`src/rtl/frame_renderer.sv`:
```
// Column-by-column playfield renderer: reads one wall column per sweep, then plots each
// pixel of that column with dude/wall colours. Optional RENDER_BORDER_EN paints the field edge red.
module frame_renderer #(
  parameter int FIELD_W = 120,
  parameter int FIELD_H = 100,
  parameter int DUDE_W  = 4,
  parameter int DUDE_H  = 6
) (
  input  logic               clk,
  input  logic               resetn,
  input  logic               req,
  input  logic [6:0]         hdude,
  input  logic [7:0]         vdude,
  output logic [6:0]         wall_addr,
  input  logic [FIELD_H-1:0] wall_rdata,
  output logic               busy,
  output logic               done,
  output logic [7:0]         x_out,
  output logic [6:0]         y_out,
  output logic [2:0]         colour,
  output logic               plot
);

  localparam logic [6:0] LAST_COL = 7'(FIELD_W - 1);
  localparam logic [6:0] LAST_ROW = 7'(FIELD_H - 1);

  typedef enum logic [2:0] {S_IDLE, S_FETCH, S_LOAD, S_PLOT, S_DONE} state_t;

  state_t             state;
  logic [6:0]         col, row;
  logic [6:0]         hd_q;
  logic [7:0]         vd_q;
  logic [FIELD_H-1:0] col_bits;

  // Outputs are registered, so colour is computed for the row about to be presented.
  logic [6:0] nxt_row;
  logic       nxt_wall, in_dude;
  logic [2:0] nxt_colour;
  logic [8:0] col9, row9, hd9, vd9;

  always_comb begin
    nxt_row  = (state == S_PLOT) ? row + 7'd1 : 7'd0;
    nxt_wall = (state == S_PLOT) ? col_bits[nxt_row] : wall_rdata[nxt_row];
    col9     = {2'b0, col};
    row9     = {2'b0, nxt_row};
    hd9      = {2'b0, hd_q};
    vd9      = {1'b0, vd_q};
    // 9-bit bounds so a sprite near the field edge never wraps back in.
    in_dude  = (col9 >= hd9) && (col9 < hd9 + 9'(DUDE_W)) &&
               (row9 >= vd9) && (row9 < vd9 + 9'(DUDE_H));
    if (in_dude)
      nxt_colour = 3'b111;
`ifdef RENDER_BORDER_EN
    else if (col == 7'd0 || col == LAST_COL || nxt_row == 7'd0 || nxt_row == LAST_ROW)
      nxt_colour = 3'b100;
`endif
    else if (nxt_wall)
      nxt_colour = 3'b010;
    else
      nxt_colour = 3'b000;
  end

  always_ff @(posedge clk or negedge resetn) begin
    if (!resetn) begin
      state     <= S_IDLE;
      col       <= '0;
      row       <= '0;
      hd_q      <= '0;
      vd_q      <= '0;
      col_bits  <= '0;
      wall_addr <= '0;
      busy      <= 1'b0;
      done      <= 1'b0;
      x_out     <= '0;
      y_out     <= '0;
      colour    <= '0;
      plot      <= 1'b0;
    end else begin
      case (state)
        S_IDLE: if (req) begin
          hd_q      <= hdude;
          vd_q      <= vdude;
          col       <= '0;
          wall_addr <= '0;
          busy      <= 1'b1;
          state     <= S_FETCH;
        end
        S_FETCH: state <= S_LOAD;
        S_LOAD: begin
          col_bits <= wall_rdata;
          row      <= '0;
          plot     <= 1'b1;
          x_out    <= {1'b0, col};
          y_out    <= '0;
          colour   <= nxt_colour;
          state    <= S_PLOT;
        end
        S_PLOT: begin
          if (row == LAST_ROW) begin
            plot <= 1'b0;
            if (col == LAST_COL) begin
              done  <= 1'b1;
              busy  <= 1'b0;
              state <= S_DONE;
            end else begin
              col       <= col + 7'd1;
              wall_addr <= col + 7'd1;
              state     <= S_FETCH;
            end
          end else begin
            row    <= nxt_row;
            y_out  <= nxt_row;
            colour <= nxt_colour;
          end
        end
        S_DONE: begin
          done  <= 1'b0;
          state <= S_IDLE;
        end
        default: state <= S_IDLE;
      endcase
    end
  end

endmodule
```
`config.mk`:
```
export PLATFORM = sky130hd
export DESIGN_NAME = frame_renderer
export DESIGN_NICKNAME = d
export VERILOG_FILES = /design/src/rtl/frame_renderer.sv
export SDC_FILE = /design/constraint.sdc
export NUM_CORES = 1
export LEC_CHECK = 0
export CAP_MARGIN = 20
export CORE_MARGIN = 2
export CORE_UTILIZATION = 57
export DETAILED_ROUTE_END_ITERATION = 10
export GPL_TIMING_DRIVEN = 0
export PLACE_DENSITY = 0.87
export SLEW_MARGIN = 10
export SYNTH_ARGS = -nofsm -noshare
export SYNTH_HDL_FRONTEND = slang
export SYNTH_SLANG_ARGS = --single-unit
```
`constraint.sdc`:
```
create_clock -name clk -period 6.5 [get_ports clk]
set_input_delay 1.625 -clock clk [delete_from_list [all_inputs] [get_ports clk]]
set_output_delay 1.625 -clock clk [all_outputs]
set_load 0.02 [all_outputs]
```
==> results.md, run 1 <==
- Dpl cells: 996
- Fin nets: 986
- Async S/R FF share, synth: 100%
- DR vias/cell: around 5.9
- Diode count: 0
- Area Overhead vs Synth: 30.3%
- Via count: 6,091
- Grt met1 use: 39.0%
- WS Path Type: in2reg
- Sequential share of the synthesized area: 47.6%
- Fmax: 305 MHz
- CP max-delay cell: clkdlybuf4s50_1
- Starting Density: a little under 60%
- Max Cap Viol: 0
- Reg clk slew, reported paths: approximately 0.06 ns
- H-tree depth: 4
- Cell Area, Synth: 7570 sq um
- Mapped Avg Cell Area: between 10 and 15 sq um
- Dpl hpwl: about 15,000 um
- GR peak layer: met2
- Met3 Track Usage GR: 6.51%
- Area leader, netlist: dfrtp_1
- Die Height: 119 um
- Vias in the first global route: 6,386
- All-Layer GR Usage: 29.9%
- Slew margin rel.: 48.3%
- RSZ-0062 raised after global routing: no
- Crit start category: input port
- Clock root buffer: clkbuf_16
- Final Slew Violations: 0
- Resize count post-CTS: 0
- Final wirelength: 20,500 um
- Setup Fix Bufs, Post-CTS: 0
- Crit path cell chain: clkdlybuf4s50_1 -> nor4b_4 -> a21oi_1 -> a21oi_2 -> nand4_1 -> or2_1 -> xor2_1 -> nor2_1
- Peak VDD IR: approximately 0.00025 V
- Ratio of cells with drive above 1 in the final layout: between 20% and 30%
- Clk_lat worst skew: about 0.43 ns
- Full die area: between 10,000 and 15,000 sq um
- Ports: between 100 and 150
- Cell Area, Placed: 9270 sq um
- Post-route DRC: 0
- Cts bufs inserted: 17
- GP Congestion: 0.879
- Largest net degree at the start of global routing: 97
- Synth cell types: 70
- Critical Path Fanout Max: 8
- Fill count: 850
- Die width: 119 um
- EDFF count, synth: 0
- Hold_buf cts: 0
- Skew final: 0.00464 ns
- Area contributors post-synth: dfrtp_1 (48%), mux2_2 (17%), ha_1 (4.8%), o21ai_0 (2.8%), nand2_1 (2.4%)
- Post-Syn Instances: 675
- Final instance area: 9870 sq um
- Synthesized Nets: around 820
- GRT overflow: 0
- Hold Crit Class: reg2reg
- Final Setup Violations: 0
- Critical Path Max Stage Delay: around 0.5 ns
- Post-DRT Antenna Nets: 0
- Crit path time final: roughly 3.3 ns
- GRT met2 Usage: 48.1%
- DR pass1 iterations: 5
- Syn. warnings: 0
- CP Capture Type: flop
- Top_reg_cell synth: dfrtp_1
- First-pass GRT wire length: 32,900 um
- 1st-iter DRT viols: roughly 430
- Leakage power: approximately 0.0043 uW
- Fin cells: 1,027
- Status: finished, final reports clean
- Required @ worst endpoint: 6.80 ns
- Final hold violation count: 0
- CTS tree: done
- Core Box Area: 13,100 sq um
- Synthesized flop and latch total: between 100 and 150
- Final worst path period share: 50.4%
- Initial antenna violation count: 0
- # port buffers: 144
- Worst Tran Pin Value: between 0.7 and 0.8 ns
- PD cells: 407 nW/um^2
- Synth top area share: 47.6%
- Clock Path Buffers: 2
- Row count: 42
- Clock sink count: roughly 140
- WL/cell: ~20 um
- Worst path arrival time: 3.58 ns
## cells in the mapped netlist, types with 8 or more instances
master    count
o21ai_0      43
inv_1        19
nor2_1       41
a21oi_1      22
ha_1         29
xnor2_1       8
dfrtp_1     144
a21o_1       10
o221ai_1      9
buf_2        14
mux2i_1      17
xor2_1        9
mux2_2      112
nand3_1      24
clkbuf_1     16
nand2_1      49
nor3_1        9
## critical path: cells and delay by family
kind            cells  cell delay, ns
simple gates        4            0.95
buf+inv             1            0.50
compound gates      2            0.36
xor+xnor            1            0.14
## sequential cells by signal, summed over array words and instances (netlist names), 2 cells and up
name	cells
col_bits	100
vd_q	8
col	7
hd_q	7
row	7
x_out	7
state	3
colour	2
## final cells by class
| cell class | instances | area (sq um) | area share, % |
|---|---|---|---|
| multi-input combinational | 466 | 3640 | 36.9 |
| sequential | 144 | 3600 | 36.5 |
| timing repair buffer | 145 | 1470 | 14.9 |
| clock buffer | 18 | 439 | 4.45 |
| buffer | 43 | 239 | 2.42 |
| tap | 176 | 220 | 2.23 |
| clock inverter | 13 | 163 | 1.65 |
| inverter | 22 | 87.6 | 0.888 |
## logic make-up (layout without fill, tap and decap cells)
group                    count (synthesis)  in the layout  share of synthesized area, %
multiplexers                           129            129                          18.9
adder cells (fa/ha/maj)                 29             29                          4.79
other                                    1              1                        0.0495
AND/OR/NAND/NOR                        158            158                          10.7
buffers and inverters                   65            241                          4.31
flip-flops                             144            144                          47.6
AO/OA/AOI/OAI                          131            131                          11.4
XOR/XNOR                                18             18                          2.33
## placed cells by master (no fill, tap or decap), drive strengths merged, types with 8 or more instances in the layout
cell type      count
dfrtp            144
clkdlybuf4s50    143
mux2             112
nand2             51
o21ai             47
nor2              43
clkbuf            35
ha                29
buf               28
nand3             25
inv               24
a21oi             23
mux2i             17
a21o              10
xor2              10
nor3              10
o221ai             9
xnor2              8
## stage by stage
stage / utilization (%) / TNS, ns / total power, uW / hold slack (ns) / setup slack, ns
2_1_floorplan: - / 0 / 2380 / 0.472 / 3.60
3_3_place_gp: 70.6 / -227.37 / 2900 / 0.468 / -1.59
3_5_place_dp: 70.8 / 0 / 2970 / 0.488 / 2.79
4_1_cts: 75.4 / 0 / 3980 / 0.506 / 3.21
5_1_grt: 75.4 / 0 / 4200 / 0.520 / 3.05
6_report: 75.4 / 0 / 4020 / 0.502 / 3.22
## power by group
part | switching, uW | internal, uW | leakage [uW]
clock network | 391 | 612 | 0.000289
logic | 1050 | 767 | 0.00225
registers | 125 | 1070 | 0.00180
total | 1570 | 2450 | 0.00434
## final timing paths
check | startpoint | end | slack (ns) | cells past startpoint
setup / recovery | req | col[6] | 3.22 | 8
hold / removal | plot | plot | 0.50 | 1
setup reg to reg | row[1] | colour[1] | 3.25 | 14
hold reg to reg | plot | plot | 0.50 | 1
max in group asynchronous | resetn | col_bits[87] | 4.53 | 2
min in group asynchronous | resetn | col[6] | 1.13 | 1
## per-layer routing
metal	vias up	share of wire (%)
met2	307	48
met3	60	7.9
met5	-	0
met1	2963	41
met4	0	3.2
li1	2761	-
No activity file was read; power rests on OpenSTA's default activity.
==> run 2, diff against run 1 <==
- CORE_UTILIZATION: 57 -> 53
- PLACE_DENSITY: 0.87 -> 0.81
- clock period: 6.5 -> 3.35 ns (I/O delays scaled with it)
==> results.md, run 2 (synthesis results as in run 1) <==
- Status: finished, final reports clean
- Clock root buffer: clkbuf_16
- PD cells: 788 nW/um^2
- Final instance area: just under 10,000 sq um
- Hold Crit Class: in2async
- CTS tree: done
- Clock Path Buffers: 2
- GP Congestion: 0.897
- Ports: 146
- Clock share of power: 25.2%
- First-pass GRT wire length: 31,400 um
- Leakage power: around 0.0043 uW
- GRT overflow: 0
- Required @ worst endpoint: between 3 and 4 ns
- Final wirelength: 20,300 um
- Dpl cells: around 1,000
- TNS Setup: 0 ns
- Worst Tran Pin Value: between 0.7 and 0.8 ns
- Die Height: 124 um
- Worst path arrival time: 3.38 ns
- Tot Pwr: 7780 uW
- All-Layer GR Usage: about 28%
- H-tree depth: 4
- Most flop-heavy register: col_bits
- Full die area: around 15,000 sq um
- Switching share of total power: 38.3%
- Peak VDD IR: 0.000485 V
- Critical Path Max Stage Delay: 0.37 ns
- Via count: 6,079
- Internal power: around 4800 uW
- # port buffers: between 100 and 150
- Reg clk slew, reported paths: 0.06 ns
- DR pass1 iterations: 5
- Ratio of cells with drive above 1 in the final layout: 22.2%
- Cell Area, Placed: 9270 sq um
- Largest net degree at the start of global routing: 91
- Skew final: 0.00659 ns
- Crit-path most repeated cell: a21oi_1
- Multi-input gate area: 3650 sq um
- Largest register FFs: 100
- Cts bufs inserted: 17
- DR vias/cell: approximately 5.9
- Clock sink count: 144
- Combinational share of power: between 40% and 50%
- Initial antenna violation count: 0
- CP max-delay cell: dfrtp_1
- Vias in the first global route: ~6,000
- Starting Density: around 54%
- RSZ-0062 raised after global routing: no
- Largest regs: col_bits x100, vd_q x8
- Post-DRT Antenna Nets: 0
- Row count: 43
- Critical Path Fanout Max: 10
- Crit path cell chain: buf_6 -> nand3b_4 -> nor2_8 -> inv_4 -> buf_2 -> ha_1 -> nand2b_1 -> a21o_1 -> a21oi_1 -> o21ai_0 -> a31o_2 -> nand4_1 -> a21oi_1 -> a41o_1
- Final worst path period share: between 90% and 100%
- Hold_buf cts: 0
- Diode count: 0
- Final hold violation count: 0
- Post-route DRC: 0
- Area Overhead vs Synth: 30.4%
- Max Cap Viol: 0
- Clk_lat worst skew: 0.42 ns
- Fmax: 326 MHz
- WS Path Type: reg2reg
- Core Box Area: 13,900 sq um
- Slew margin rel.: 50.6%
- Fin nets: 986
- Fill count: 990
- WL/cell: 19.6 um
- Commonest cells after routing, fill and taps aside: dfrtp_1 (144), clkdlybuf4s50_1 (143), mux2_2 (112)
- Crit path time final: approximately 3.1 ns
- Leading cell type in the layout, fill and taps excluded: dfrtp_1
- Dpl hpwl: between 10,000 and 15,000 um
- Switching power: 2980 uW
- Crit start category: flop
- CP Capture Type: flop
- Final Slew Violations: 0
- Setup Fix Bufs, Post-CTS: 0
- Die width: 124 um
- 1st-iter DRT viols: 463
- Final Setup Violations: 0
- Reg power frac: between 20% and 30%
- Register area: 3600 sq um
- Fin cells: between 1,000 and 1,500
[run 2: path summary, 6_finish.rpt]
path,start,end,slack [ns],cells past startpoint
max,state[2],colour[1],0.29,14
min,resetn,col[6],0.37,1
max reg2reg,state[2],colour[1],0.29,14
min reg2reg,plot,plot,0.49,1
max in group asynchronous,resetn,col_bits[92],2.15,2
min in group clk,plot,plot,0.49,1
[run 2: per-layer routing]
metal  GRT usage (%)  part of all wire, %
met1            36.4                   42
met2            44.3                   48
met3            6.27                  7.6
met4            10.4                  2.8
met5               0                    0
[run 2: critical path, delay by kind of cell, from the launching register on]
kind                       cells  cell delay (ns)
buffers and inverters          3             0.45
and+or+nand+nor                4             0.80
adders and majority gates      1             0.29
AOI/OAI and AO/OA              6             1.03
DFF                            1             0.37
[run 2: metrics by stage]
step	utilization, %	hold slack (ns)	setup slack (ns)
2_1_floorplan	-	0.472	0.750
3_3_place_gp	66.3	0.467	-4.09
3_5_place_dp	66.5	0.483	0.247
4_1_cts	70.9	0.386	0.225
5_1_grt	70.9	0.404	0.0808
6_report	70.9	0.375	0.286
[run 2: final cells by class]
cell class	count	share of cell area, %
multi-input cells	466	36.9
flip-flops and latches	144	36.5
repair buffers	145	14.9
clock buffers	21	4.46
plain buffers	43	2.42
well taps	180	2.28
clock inverters	11	1.66
inverters	22	0.887
[run 2: power groups by stage]
stage / combinational, uW / sequential, uW / clock, uW
2_1_floorplan: 2290 / 2320 / 0
3_3_place_gp: 3350 / 2320 / 0
3_5_place_dp: 3410 / 2340 / 0
4_1_cts: 3460 / 2310 / 1980
5_1_grt: 3780 / 2350 / 2050
6_report: 3510 / 2310 / 1960
[run 2: repair_timing]
item / CTS / global route
endpoints found under the hold margin: 0 / 0
gates resized for setup: 0 / 1
endpoints found under the setup margin: 0 / 1
